--- config.mk ---
export PLATFORM = sky130hd
export DESIGN_NAME = euclid_arbiter
export DESIGN_NICKNAME = d
export VERILOG_FILES = /design/src/rtl/euclid_arbiter.sv
export SDC_FILE = /design/constraint.sdc
export NUM_CORES = 1
export LEC_CHECK = 0
export CORE_AREA = 2 2 284 286
export DETAILED_ROUTE_END_ITERATION = 6
export DIE_AREA = 0 0 286 288
export PLACE_DENSITY = 0.33
export SKIP_LAST_GASP = 1
export SYNTH_ARGS = -nofsm -noshare
export SYNTH_HDL_FRONTEND = slang
export SYNTH_SLANG_ARGS = --single-unit
--- constraint.sdc ---
create_clock -name clk -period 9.3 [get_ports clk]
set_input_delay 1.86 -clock clk [delete_from_list [all_inputs] [get_ports clk]]
set_output_delay 1.86 -clock clk [all_outputs]
set_load 0.05 [all_outputs]
--- src/rtl/euclid_arbiter.sv ---
// Round-robin arbiter that time-shares one external euclid_dist datapath.
// One job in flight: accept -> hold operands LATENCY cycles -> capture -> respond.
module euclid_arbiter #(
    parameter int NUM_REQ = 4,
    parameter int LATENCY = 16,
    localparam int IW = $clog2(NUM_REQ),
    localparam int CW = $clog2(LATENCY + 1)
) (
    input  logic                   clk,
    input  logic                   rst,
    input  logic [NUM_REQ-1:0]     req_valid,
    input  logic [NUM_REQ*128-1:0] req_data,
    output logic [NUM_REQ-1:0]     req_ready,
    output logic [NUM_REQ-1:0]     resp_valid,
    input  logic [NUM_REQ-1:0]     resp_ready,
    output logic [31:0]            resp_data,
    output logic [31:0]            dp_x1,
    output logic [31:0]            dp_x2,
    output logic [31:0]            dp_y1,
    output logic [31:0]            dp_y2,
    input  logic [31:0]            dp_res,
    output logic                   busy,
    output logic [IW-1:0]          owner
);

    typedef enum logic [1:0] {
        IDLE = 2'd0,
        RUN  = 2'd1,
        RESP = 2'd2
    } state_t;

    state_t          state_q, state_d;
    logic [IW-1:0]   rr_ptr_q, rr_ptr_d;
    logic [IW-1:0]   owner_q, owner_d;
    logic [CW-1:0]   cnt_q, cnt_d;
    logic [127:0]    ops_q, ops_d;
    logic [31:0]     resp_data_q, resp_data_d;

    logic            gnt_found;
    logic [IW-1:0]   gnt_idx;
    logic            accept;

    // Scan from the highest offset down so the lowest offset from rr_ptr wins.
    always_comb begin
        gnt_found = 1'b0;
        gnt_idx   = '0;
        for (int k = NUM_REQ - 1; k >= 0; k--) begin
            logic [IW:0] s;
            s = {1'b0, rr_ptr_q} + (IW+1)'(k);
            if (s >= (IW+1)'(NUM_REQ)) begin
                s = s - (IW+1)'(NUM_REQ);
            end
            if (req_valid[s[IW-1:0]]) begin
                gnt_found = 1'b1;
                gnt_idx   = s[IW-1:0];
            end
        end
    end

    assign accept = (state_q == IDLE) && gnt_found;

    always_comb begin
        req_ready = '0;
        if (accept) begin
            req_ready[gnt_idx] = 1'b1;
        end
    end

    always_comb begin
        resp_valid = '0;
        if (state_q == RESP) begin
            resp_valid[owner_q] = 1'b1;
        end
    end

    always_comb begin
        state_d     = state_q;
        rr_ptr_d    = rr_ptr_q;
        owner_d     = owner_q;
        cnt_d       = cnt_q;
        ops_d       = ops_q;
        resp_data_d = resp_data_q;
        unique case (state_q)
            IDLE: begin
                if (accept) begin
                    ops_d   = req_data[128*int'(gnt_idx) +: 128];
                    owner_d = gnt_idx;
                    cnt_d   = '0;
                    state_d = RUN;
                    if (gnt_idx == IW'(NUM_REQ - 1)) begin
                        rr_ptr_d = '0;
                    end else begin
                        rr_ptr_d = gnt_idx + 1'b1;
                    end
                end
            end
            RUN: begin
                cnt_d = cnt_q + 1'b1;
                if (cnt_q == CW'(LATENCY - 1)) begin
                    resp_data_d = dp_res;
                    state_d     = RESP;
                end
            end
            RESP: begin
                // Only the owner's ready bit completes the handshake.
                if (resp_ready[owner_q]) begin
                    state_d = IDLE;
                end
            end
            default: begin
                state_d = IDLE;
            end
        endcase
    end

    always_ff @(posedge clk or posedge rst) begin
        if (rst) begin
            state_q     <= IDLE;
            rr_ptr_q    <= '0;
            owner_q     <= '0;
            cnt_q       <= '0;
            ops_q       <= '0;
            resp_data_q <= '0;
        end else begin
            state_q     <= state_d;
            rr_ptr_q    <= rr_ptr_d;
            owner_q     <= owner_d;
            cnt_q       <= cnt_d;
            ops_q       <= ops_d;
            resp_data_q <= resp_data_d;
        end
    end

    assign dp_x1     = ops_q[31:0];
    assign dp_x2     = ops_q[63:32];
    assign dp_y1     = ops_q[95:64];
    assign dp_y2     = ops_q[127:96];
    assign resp_data = resp_data_q;
    assign busy      = (state_q != IDLE);
    assign owner     = owner_q;

endmodule

Yosys cells after proc, flatten, opt, wreduce, memory -nomap -nowiden
Index checks and enable logic that the tools add are counted.
- $add $sub $neg: 9
- multiply operators: 0
- divide/modulo/power cells: 0
- $lt $le $gt $ge: 12
- equality and inequality tests: 7
- shift-type cells: 1
- multiplexer cells: 35
- bitwise gates (word level): 0
- reductions and logical operators: 10
- operators with widths (operator ; count):
    512-bit by 10-bit indexed part select with 128-bit output ; 1
    2-bit two-way mux ; 12
    2-bit by 3-bit < comparator with 1-bit output, second input constant ; 6
    1-bit two-way mux ; 11
    1-bit binary-select mux with 2-bit select ; 5
    5-bit one-hot mux with 2 select lines ; 1
    3-bit >= comparator, second input constant ; 3
    4-bit two-way mux ; 2
    2-bit by 1-bit subtractor with 2-bit output, second input constant ; 4
    2-bit by 2-bit adder with 3-bit output, second input constant ; 2
    2-bit one-hot mux with 3 select lines ; 1
    2-bit AND reduction ; 3
    5-bit by 1-bit adder with 5-bit output, second input constant ; 1
    5-bit by 4-bit == test with 1-bit output, second input constant ; 1
    5-bit two-way mux ; 1
    1-bit demux with 2-bit select ; 2
    2-bit == test, second input constant ; 2
    2-bit by 1-bit >= comparator with 1-bit output, second input constant ; 2
    2-bit != test, second input constant ; 2
    2-bit nonzero test ; 2
    2-bit by 1-bit adder with 3-bit output, second input constant ; 1
    2-bit by 3-bit >= comparator with 1-bit output, second input constant ; 1
    1-bit logical AND ; 3
    3-bit AND reduction ; 1
    4 further kinds ; 4
- register bits after elaboration: 171
- latch bits: 0
- bits in writable memories: 0
- memory bits (read-only): 0
- input bits: 554
- output and inout bits: 171
- word-level logic and storage cells: 80
- memories: 0

Longest topological paths before layout
- depth in word-level cells: 14
- gate-level depth with buffers: 9
- depth with buffers taken out: 6

Worst setup path before layout
OpenSTA, ideal clock, no wires.
- path type: input to output
- start: in req_valid[1]
- end: out req_ready[1]
- arrival: 3.809 ns
- required time: 7.440 ns
- path slack: 3.631 ns
- cell stages on the path: 7
- buffers on the path: 3
- cell sequence: a21boi_0 > o221a_1 > buf_2 > inv_2 > buf_2 > buf_2 > nor3_1
- longest elaborated chain between the ends: 11
- elaborated cells between the ends (all ways): 23
- classes of those cells: 2 x order compare; 19 x mux; 2 x reduce/logical
- RTL lines (element ; RTL line ; source):
    from (decl) ; 11 ; input logic [NUM_REQ-1:0] req_valid,
    1-bit binary-select mux with 2-bit select ; 53 ; if (req_valid[s[IW-1:0]]) begin
    1-bit two-way mux (not written as such) ; 53 ;
    2-bit two-way mux (4 in series) ; 53 ;
    2-bit by 3-bit < comparator with 1-bit output (not written as such) / 2-bit by 1-bit >= comparator with 1-bit output (equally long branches) ; 65 ; req_ready[gnt_idx] = 1'b1;
    1-bit logical AND (not written as such) ; 65 ;
    1-bit two-way mux (not written as such) ; 65 ;
    1-bit demux with 2-bit select ; 65 ;
    4-bit two-way mux (*) ; 64 ; if (accept) begin
    to (decl) ; 13 ; output logic [NUM_REQ-1:0] req_ready,
Every way passes the cells marked *; elsewhere a longest branch is shown, timed or not. The select of a mux whose other input is x is not followed.

Worst setup path after layout
- start: in req_valid[1]
- end: out req_ready[2]
The elaborated chain is that of the path after synthesis.

==> results.toml <==
[outcome]
status = "completed"

[logic_synthesis]
synthCells = 1268
synth_area_um2 = 10400
yosys_warnings = 0
syn-num-nets = 1826
ys_ff_latch = 171
yosysUniqueCellTypes = 39
synth_seq_area_share_pct = 41.3
synth.avg_cell_area_um2 = 8.16

[power_and_ir_drop]
p_total_mw = 5.62
p_per_area_nw_per_um2 = 294
comb_power_share_pct = 62.6
ir_worst_vdd_mv = 0.163
pwr-share-seq_pct = 23.5
pwr-share-clk_pct = 13.9
swShare_pct = 52.1
p_leak_nw = 8.10
power.internal_mw = 2.69
switching_power_mw = 2.93

[clock_tree]
clock_latency_ns = 0.49
clockBufferDepth = 2
postCtsSetupBuffers = 0
h-tree-depth = 4
cts_tree = "built"
cts_num_sinks = 171
cts-hold-fix-buffers = 0
cts_buffers = 17
cts.reportedPaths.clkPinSlew_ns = 0.07
clockRootBuffer = "clkbuf_16"
cts_resized = 0

[worst_setup_path]
worstPathMaxFanout = 110
max_stage_delay_ns = 0.85
start_kind = "input port"
critPathSlowestCell = "clkdlybuf4s50_1"
rrSetupSlack_ns = 5.80
r2r_cells = 6
cp-end-kind = "primary output"
crit_top_cell = "clkdlybuf4s50_1"
path_class = "in2out"
cp_top_family = "buffers and inverters"
cp.required_ns = 7.44
r2r-start = "rr_ptr_q[1]$_DFFE_PP0P_"
r2r_end = "ops_q[125]$_DFFE_PP0P_"
critPathBufInv = 3
crit_chain = "clkdlybuf4s50_1 > mux2_1 > o221a_4 > inv_8 > ha_1 > and2_1 > clkdlybuf4s50_1"
cp.arrival_ns = 4.88

[place]
placed_area_um2 = 18500
gp_congestion = 0.846
dpl.hpwl_um = 45200
portBuffers = 724

[timing]
rsz0062_at_grt = "no"
holdWs_ns = 0.487
max_clock_freq_ghz = 0.148
drv_slew = 0
fin_setup_tns_ns = 0
worst_slew_pin_slew_ns = 1.01
skew_ns = 0.0229
setup_viol = 0
fin_crit_sh_pct = 72.5
hold_viol = 0
fin_crit_ns = 6.74
max_slew_margin_pct = 32.5

[global_routing]
met2_usage_pct = 25.1
busiest_layer = "met2"
antenna_found_initial = 8
grt_usage_pct = 14.1
grt_max_degree = 111
grt_first_pass_wirelength_um = 85600
first_global_vias = 12500
grt_overflow_total = 0
use_met1_pct = 15.3
grt_use_met3_pct = 5.34

[min_path]
hp-class = "reg2reg"
hold_path_depth = 1
whs_endpoint = "ops_q[82]$_DFFE_PP0P_"
min_from = "ops_q[82]$_DFFE_PP0P_"

[route]
wl_per_cell_um = 20.1
dr_total_vias = 11800
drc = 0
drtIter0Drc = 432
drtPass1Iterations = 7
ant_nets = 0
drt_wl_total_um = 60400
vias_per_cell = 3.93

[final_layout]
drive_above_1_share_pct = 10.2
final_nets = 2480
fin_util_pct = 24.0
final_area_um2 = 19100
syn2layout_area_growth_pct = 84.7

[job]
cap_violations = 0

[floorplanning]
start_util_pct = 13.0
rows = 104
num_io_pins = 725
core_um2 = 79600
fp.dieW_um = 286
die-area_um2 = 82400
fp.dieH_um = 288
==> worst register-to-register path: cells and delay by family (launching register included) <==
| family | cells | cell delay (ns) |
|---|---|---|
| simple gates | 2 | 0.85 |
| buf+inv | 1 | 0.89 |
| compound gates | 3 | 1.19 |
| flops | 1 | 0.46 |
==> cell families after synthesis <==
group | count (synthesis) | synth area share [%]
buffers and inverters | 111 | 5.72
muxes | 34 | 3.81
DFF | 171 | 41.3
adders and majority gates | 4 | 0.483
and+or+nand+nor | 548 | 20.5
xor gates and xnor gates | 1 | 0.0846
AOI/OAI and AO/OA | 399 | 28.0
==> synth_stat cells <==
library cell	instances	area [um^2]
nor2b_1	1	6.26
or3b_1	1	8.76
clkbuf_2	1	5.00
nor3b_1	3	22.5
nor2_1	4	15.0
a21boi_0	1	7.51
inv_2	1	3.75
buf_1	2	7.51
a311oi_1	1	8.76
a21oi_1	149	746
and2_1	2	12.5
buf_2	28	140
buf_6	2	22.5
clkbuf_1	61	229
o221a_1	1	11.3
nand3b_1	1	7.51
nand2b_1	3	18.8
mux4_2	1	22.5
nand2_1	520	1950
nand3_1	5	25.0
nor4_1	1	6.26
inv_1	5	18.8
a21o_1	1	7.51
nor3_1	2	10.0
ha_1	4	50.1
a211o_1	128	1120
xor2_1	1	8.76
mux2_2	32	360
o21ai_1	6	30.0
and3_1	1	6.26
a21oi_2	109	955
dfrtp_1	171	4280
o21ai_0	3	15.0
or2_4	1	8.76
buf_8	11	165
and4b_1	1	10.0
mux2_1	1	11.3
or2_0	1	6.26
or3_4	1	11.3
==> stage by stage <==
stage          setup WS (ns)  cells
2_1_floorplan           2.81   1268
6_report                2.56   3000
3_5_place_dp            2.52   2963
5_1_grt                 2.40   2998
4_1_cts                 2.51   2995
3_3_place_gp            2.54   2963
==> area by class of cell <==
type	count	area [um^2]
Antenna cell	5	12.5
Clock buffer	17	425
Clock inverter	15	168
Fill cell	8801	60500
Inverter	6	37.5
Multi-Input combinational cell	986	5500
Sequential cell	171	4280
Tap cell	1060	1330
Timing Repair Buffer	740	7370
==> flip-flops by register name, indices dropped and copies added (netlist names) <==
register and flops:
state_q 2, owner 2, cnt_q 5, rr_ptr_q 2, resp_data 32, ops_q 128
==> layer usage <==
layer | routed length [um] | part of all wire [%] | vias up
met2 | 30300 | 50 | 480
met1 | 23500 | 39 | 5613
li1 | - | - | 5638
met3 | 5210 | 8.6 | 49
met4 | 1350 | 2.2 | 6
met5 | 39 | 0.065 | -
==> worst max path at each step <==
stage                       startpoint                    to  cells past startpoint
after CTS                 req_valid[1]          req_ready[2]                      7
final                     req_valid[1]          req_ready[2]                      7
after global placement    req_valid[1]          req_ready[2]                      7
after floorplan                    rst  cnt_q[0]$_DFFE_PP0P_                      1
after global routing      req_valid[0]          req_ready[2]                      7
after detailed placement  req_valid[1]          req_ready[2]                      7
==> power by group through the flow <==
stage	logic [mW]	clock network, mW	registers, mW
after floorplan	1.08	0	2.45
after global placement	3.57	0	1.33
after detailed placement	3.57	0	1.33
after CTS	3.58	0.820	1.33
after global routing	3.74	0.844	1.37
final	3.52	0.780	1.32
==> layout by cell type (no fill, tap or decap), drive strengths merged <==
cell type / instances
and2: 2
a211o: 128
mux4: 1
nor2b: 1
a21o: 1
ha: 4
and3: 1
dfrtp: 171
or3b: 1
nor4: 1
o221a: 1
nor3: 2
clkdlybuf4s50: 724
nor3b: 3
or2: 2
clkinvlp: 1
or3: 1
o21ai: 9
a21boi: 1
a21oi: 258
mux2: 33
diode: 5
clkbuf: 17
xor2: 1
and4b: 1
nand3: 5
clkinv: 6
inv: 14
nand3b: 1
nor2: 4
buf: 16
a311oi: 1
nand2b: 3
nand2: 520
Note: power is estimated with default switching activity, not from simulation.
